## src/rtl/uart_pkg.sv

```systemverilog
// Shared UART definitions: receiver FSM states and default bit timing
// (the defaults are also used by the transmitter).
package uart_pkg;

  typedef enum logic [1:0] {
    IDLE,
    START,
    DATA,
    STOP
  } uart_rx_state_t;

  localparam int UART_PERIOD_DEFAULT      = 868;
  localparam int UART_PERIOD_BITS_DEFAULT = 10;
  localparam int UART_DATA_BITS           = 8;

endpackage

```

## src/rtl/uart_rx_sync.sv

```systemverilog
// Two-flop synchroniser for the asynchronous RxD pin plus falling-edge detect.
// All flops reset to 1 so a line held low through reset never fakes a start edge.
module uart_rx_sync (
  input  logic clk,
  input  logic reset,
  input  logic rxd,
  output logic rx_s,
  output logic start_edge
);

  logic meta;
  logic rx_prev;

  always_ff @(posedge clk) begin
    if (reset) begin
      meta    <= 1'b1;
      rx_s    <= 1'b1;
      rx_prev <= 1'b1;
    end else begin
      meta    <= rxd;
      rx_s    <= meta;
      rx_prev <= rx_s;
    end
  end

  assign start_edge = rx_prev & ~rx_s;

endmodule

```

## src/rtl/uart_receiver.sv

```systemverilog
// 8N1 UART receiver, LSB first: samples each bit at its midpoint and presents
// each byte with a one-cycle data_valid pulse (or framing_error pulse).
module uart_receiver
  import uart_pkg::*;
#(
  parameter int UART_PERIOD      = UART_PERIOD_DEFAULT,
  parameter int UART_PERIOD_BITS = UART_PERIOD_BITS_DEFAULT
) (
  input  logic                      clk,
  input  logic                      reset,
  input  logic                      rxd,
  output logic [UART_DATA_BITS-1:0] data_received,
  output logic                      data_valid,
  output logic                      framing_error,
  output logic                      busy
);

  localparam int CNT_W = $clog2(UART_DATA_BITS);
  localparam logic [UART_PERIOD_BITS-1:0] HALF_TICKS = UART_PERIOD_BITS'(UART_PERIOD / 2 - 1);
  localparam logic [UART_PERIOD_BITS-1:0] FULL_TICKS = UART_PERIOD_BITS'(UART_PERIOD - 1);
  localparam logic [CNT_W-1:0]            LAST_BIT   = CNT_W'(UART_DATA_BITS - 1);

  logic rx_s;
  logic start_edge;

  uart_rx_sync u_sync (
    .clk        (clk),
    .reset      (reset),
    .rxd        (rxd),
    .rx_s       (rx_s),
    .start_edge (start_edge)
  );

  uart_rx_state_t              state, state_next;
  logic [UART_PERIOD_BITS-1:0] timer, timer_next;
  logic [CNT_W-1:0]            bit_count, bit_count_next;
  logic [UART_DATA_BITS-1:0]   shift, shift_next;
  logic                        load_byte;
  logic                        stop_bad;

  always_ff @(posedge clk) begin
    if (reset) begin
      state         <= IDLE;
      timer         <= '0;
      bit_count     <= '0;
      shift         <= '0;
      data_received <= '0;
      data_valid    <= 1'b0;
      framing_error <= 1'b0;
      busy          <= 1'b0;
    end else begin
      state         <= state_next;
      timer         <= timer_next;
      bit_count     <= bit_count_next;
      shift         <= shift_next;
      data_valid    <= load_byte;
      framing_error <= stop_bad;
      busy          <= (state_next != IDLE);
      if (load_byte) data_received <= shift;
    end
  end

  // Every sample point is reached when the down-counting timer hits zero.
  always_comb begin
    state_next     = state;
    timer_next     = timer;
    bit_count_next = bit_count;
    shift_next     = shift;
    load_byte      = 1'b0;
    stop_bad       = 1'b0;
    case (state)
      IDLE: begin
        if (start_edge) begin
          state_next = START;
          timer_next = HALF_TICKS;
        end
      end
      START: begin
        if (timer == '0) begin
          if (!rx_s) begin
            state_next     = DATA;
            timer_next     = FULL_TICKS;
            bit_count_next = '0;
          end else begin
            state_next = IDLE;
          end
        end else begin
          timer_next = timer - 1'b1;
        end
      end
      DATA: begin
        if (timer == '0) begin
          shift_next     = {rx_s, shift[UART_DATA_BITS-1:1]};
          bit_count_next = bit_count + 1'b1;
          timer_next     = FULL_TICKS;
          if (bit_count == LAST_BIT) state_next = STOP;
        end else begin
          timer_next = timer - 1'b1;
        end
      end
      STOP: begin
        // Returning to IDLE at the stop midpoint leaves half a bit to catch
        // the next start edge.
        if (timer == '0) begin
          state_next = IDLE;
          if (rx_s) load_byte = 1'b1;
          else      stop_bad  = 1'b1;
        end else begin
          timer_next = timer - 1'b1;
        end
      end
      default: state_next = IDLE;
    endcase
  end

endmodule

```

## config.mk

```make
export PLATFORM = sky130hd
export DESIGN_NAME = uart_receiver
export DESIGN_NICKNAME = d
export VERILOG_FILES = /design/src/rtl/uart_pkg.sv /design/src/rtl/uart_rx_sync.sv /design/src/rtl/uart_receiver.sv
export SDC_FILE = /design/constraint.sdc
export NUM_CORES = 1
export LEC_CHECK = 0
export BUFFER_PORTS_ARGS = -buffer_cell sky130_fd_sc_hd__buf_4
export CAP_MARGIN = 25
export CORE_ASPECT_RATIO = 0.6
export CORE_MARGIN = 2
export CORE_UTILIZATION = 40
export DETAILED_ROUTE_END_ITERATION = 12
export SLEW_MARGIN = 20
export SYNTH_ARGS = -nofsm -noshare
export SYNTH_HDL_FRONTEND = slang
export SYNTH_SLANG_ARGS = --single-unit
```

## constraint.sdc

```tcl
create_clock -name clk -period 2.5 [get_ports clk]
set_input_delay 0.375 -clock clk [delete_from_list [all_inputs] [get_ports clk]]
set_output_delay 0.375 -clock clk [all_outputs]
set_load 0.005 [all_outputs]
```

==> impl_summary.md <==
CTS
Post-CTS timing repair inserted 0 buffers for setup. TritonCTS built the clock tree. The H-tree was split into 2 levels.

For the worst-skew pair, the clock arrives at the later sink with an insertion delay of 0.28 ns. The clock passes through at most 2 buffers. The root buffer cell is clkbuf_8. The number of sinks on the clock net is 37. After clock tree synthesis, the flow added hold-fix buffers numbering 0. After clock tree synthesis, the clock-pin slew on the worst setup and hold paths is approximately 0.070 ns. In this run, CTS created clock tree buffers numbering 5.

After clock tree synthesis, the repair step resized 0 gates.

Pwr
The cell-internal power is 1.401 mW. Dividing total power by cell area gives a power density of 1091 nW/um^2. Of the total power, the clock network draws 0.264. Of the total power, combinational logic draws 0.417. The share of total power dissipated in sequential elements is 0.319. Summed over all cells, the static leakage comes to 0.9145 nW.

The worst-case IR drop observed on VDD is 576.6 uV. In this run the power spent charging and discharging nets is 0.8769 mW. Of the total power, the share spent switching nets is 0.3850.

STA
The worst path needs 2.126 ns of the cycle, external delays included. The number of max-slew violations in the final report was 0. Setup repair after global routing left no endpoint under its margin.

Across all setup checks in the final design, the least slack found is roughly 0.37 ns. The number of hold-slack violations in the final timing report is 0. Of the available clock period, the critical path in the final layout requires 0.8506. The maximum clock frequency is roughly 470 MHz. Setup total negative slack on the finished layout was measured at 0 ns.

The clock arrives with 0.005701 ns of skew. Headroom to the max-slew limit came out at 0.6260. The final-report setup violation count is 0. The transition time of the tightest slew-check pin is 0.5558 ns.

Synthesis
The share of synthesized area in the top cell type comes to 0.4117. After synthesis, the share of flip-flops with an asynchronous set or reset is 0. The commonest cells after synthesis are dfxtp_1 (37), nand2_1 (20), nor2_1 (20). By area the synthesized netlist is led by dfxtp_1 (41%), ha_1 (5.6%), mux2i_1 (4.5%). The average instance in the mapped netlist occupies a little under 9 sq um. The leading area contributor after synthesis is dfxtp_1. The portion of synthesized area spent on multiplexers is 0.04451. The gate count after technology mapping is 206.

The simple-gate portion of the synthesized area is 0.2441. The portion of the post-synthesis area used by sequential elements is 0.4117. The mapped netlist covers 1799 sq um. The adder-cell area share of the yosys netlist is 0.05563.

Synthesis inferred 37 register bits. Of the total synthesized cell area, the portion taken by XOR and XNOR cells is 0. The number of synthesized flops with an enable pin is 0. The dominant cell by count in the synthesized netlist is dfxtp_1. The total number of yosys warnings is 0.

Synthesis instantiated 51 different standard cells from the library. The most used flip-flop cell after synthesis is dfxtp_1. The fraction of the mapped netlist area in compound gates was 0.1989. The synthesized netlist net count is 217.

After synthesis, the largest family of logic cells by area is simple AND/OR/NAND/NOR gates.

Setup path
The data required time at the worst endpoint is 2.68 ns. In this design, the stage delay of the slowest critical-path cell is ~0.44 ns. The worst setup path is captured at a flop. Walking the worst path, the cells encountered are inv_1 > ha_1 > a211o_1 > a41oi_1 > o21ai_0 > a21oi_1 > and3b_1. The type of the setup path with the least slack is reg2reg.

The startpoint class of the critical path is a flop. The library cell contributing the largest single delay on the critical path is a41oi_1. For the worst setup path, the data arrival time is 2.31 ns.

The internal reg-to-reg setup slack is 0.37 ns. Along the worst path, the maximum fanout reaches 6.

Placement
In this run the tool buffered the top-level ports with 13 buffer cells. The detailed-placement wirelength estimate is ~2800 microns. The weighted congestion at the end of routability-driven global placement is slightly above 0.8. At the placement stage, the worst setup path has a slack of 0.4195 ns.

Floorplanning
The I/O pin total is 14. The floorplan has 18 rows. The die width is ~91 microns.

For this configuration, the core starts out at a cell density of 0.4272. The height of the chip is roughly 56 microns. The floorplan step defined a core boundary enclosing 4212 sq um.

The die area is 5068 sq um.

Detailed routing
The number of vias in the routed layout is 1484. The detailed-routing iteration count for the pre-antenna-repair pass is 4. The number of violations reported at the end of detailed-routing iteration 0 is 147. In the routed design, unresolved DRC markers number 0.

The via count normalized by instance count is 5.281. The routed design has 3812 microns of wire. The routed length per instance is between 10 and 15 microns. The post-detailed-route count of antenna-violating nets is 0.

Status
The run finished with clean final reports.

Layout
The net count of the finished layout is approximately 230. The repair_antennas step left the layout with diodes totalling 0. The area of the multi-input gates is between 900 and 1000 sq um. The combined flip-flop and latch cell area is 740.7 sq um. In the final layout, the share of cells above drive strength 1 is 0.1629. The synthesis-to-finish area growth is 16.06%. The count of filler cells inserted in the layout is 407.

Run
Across the run, the number of max-cap violations was 0.

Worst hold path
The classification of the worst-slack hold path is in2reg.

GRT
The number of antenna violations at the first check in global routing was 0. The number of global-route vias before repair is 1204. Entering global routing, the biggest net connects 34 pins. The first-pass GRT wire length is 6216 microns. The global route total overflow is 0. For this run, the total global-route usage over all layers was measured as 0.1525.
-- cell usage in the layout, fill, tap and decap left out, types with 3 or more instances in the layout --
master / netlist / routed
a21o_1: 3 / 3
a21oi_1: 14 / 14
a31oi_1: 3 / 3
and3_1: 3 / 3
buf_4: 0 / 17
clkbuf_8: 0 / 5
dfxtp_1: 37 / 37
ha_1: 8 / 8
inv_1: 9 / 9
mux2i_1: 8 / 8
nand2_1: 20 / 20
nand3_1: 13 / 13
nor2_1: 20 / 20
nor3_1: 5 / 5
o21ai_0: 9 / 9
o22ai_1: 3 / 3
or2_2: 3 / 3
-- worst paths after layout --
kind	depth (start not counted)	startpoint	end
setup / recovery	7	state[1]	timer[5]
hold / removal	2	rxd	u_sync.meta
setup reg to reg	7	state[1]	timer[5]
hold reg to reg	1	u_sync.meta	u_sync.rx_s
-- layer usage --
layer  GRT usage  routed length, microns  vias up
met5           0                       0        -
met4     0.01319                      10        0
met3     0.04472                     220        3
met2      0.1812                    1303       35
met1      0.2619                    2278      676
li1            -                       -      770
-- per-stage QoR --
| stage | hold slack (ns) | cells | area (sq um) | utilization | total power [mW] |
|---|---|---|---|---|---|
| after global placement | 0.4052 | 273 | 1954 | 0.4641 | 1.671 |
| after global routing | 0.2731 | 281 | 2088 | 0.4958 | 2.436 |
| after detailed placement | 0.3963 | 273 | 1954 | 0.4641 | 1.658 |
| after floorplan | 0.3895 | 206 | 1799 | - | 1.466 |
| after CTS | 0.2700 | 281 | 2088 | 0.4958 | 2.270 |
| final | 0.2766 | 281 | 2088 | 0.4958 | 2.278 |
-- final cells by class --
cell class,count,area share
clock buffers,5,0.03295
clock inverters,3,0.03116
inverters,9,0.01618
multi-input cells,150,0.4679
flip-flops and latches,37,0.3547
well taps,60,0.03595
repair buffers,17,0.06111
-- worst max-delay path, delay by kind of cell, from the launching register on --
family,cells,cell delay [ns]
adder cells (fa/ha/maj),1,0.34
flip-flops,1,0.42
AND/OR/NAND/NOR,1,0.17
AO/OA/AOI/OAI,4,1.01
buffers and inverters,1,0.09
-- power by group through the flow --
stage / clock, mW / sequential (mW) / combinational, mW
floorplan: 0 / 0.720 / 0.746
global placement: 0 / 0.738 / 0.932
detailed placement: 0 / 0.735 / 0.924
CTS: 0.616 / 0.724 / 0.929
global route: 0.639 / 0.739 / 1.06
finish: 0.601 / 0.727 / 0.949
-- state kept, by name (all words and copies together) (netlist names) --
register / cells
data_valid: 1
timer: 10
u_sync.rx_s: 1
bit_count: 3
busy: 1
u_sync.rx_prev: 1
framing_error: 1
shift: 8
state: 2
u_sync.meta: 1
data_received: 8
-- cell families (layout without fill, tap and decap cells) --
logic type,count (synthesis),after routing
AO/OA/AOI/OAI,51,51
AND/OR/NAND/NOR,83,83
buffers and inverters,19,34
adder cells (fa/ha/maj),8,8
multiplexers,8,8
flip-flops,37,37
Power figures use the tool's default switching activity.
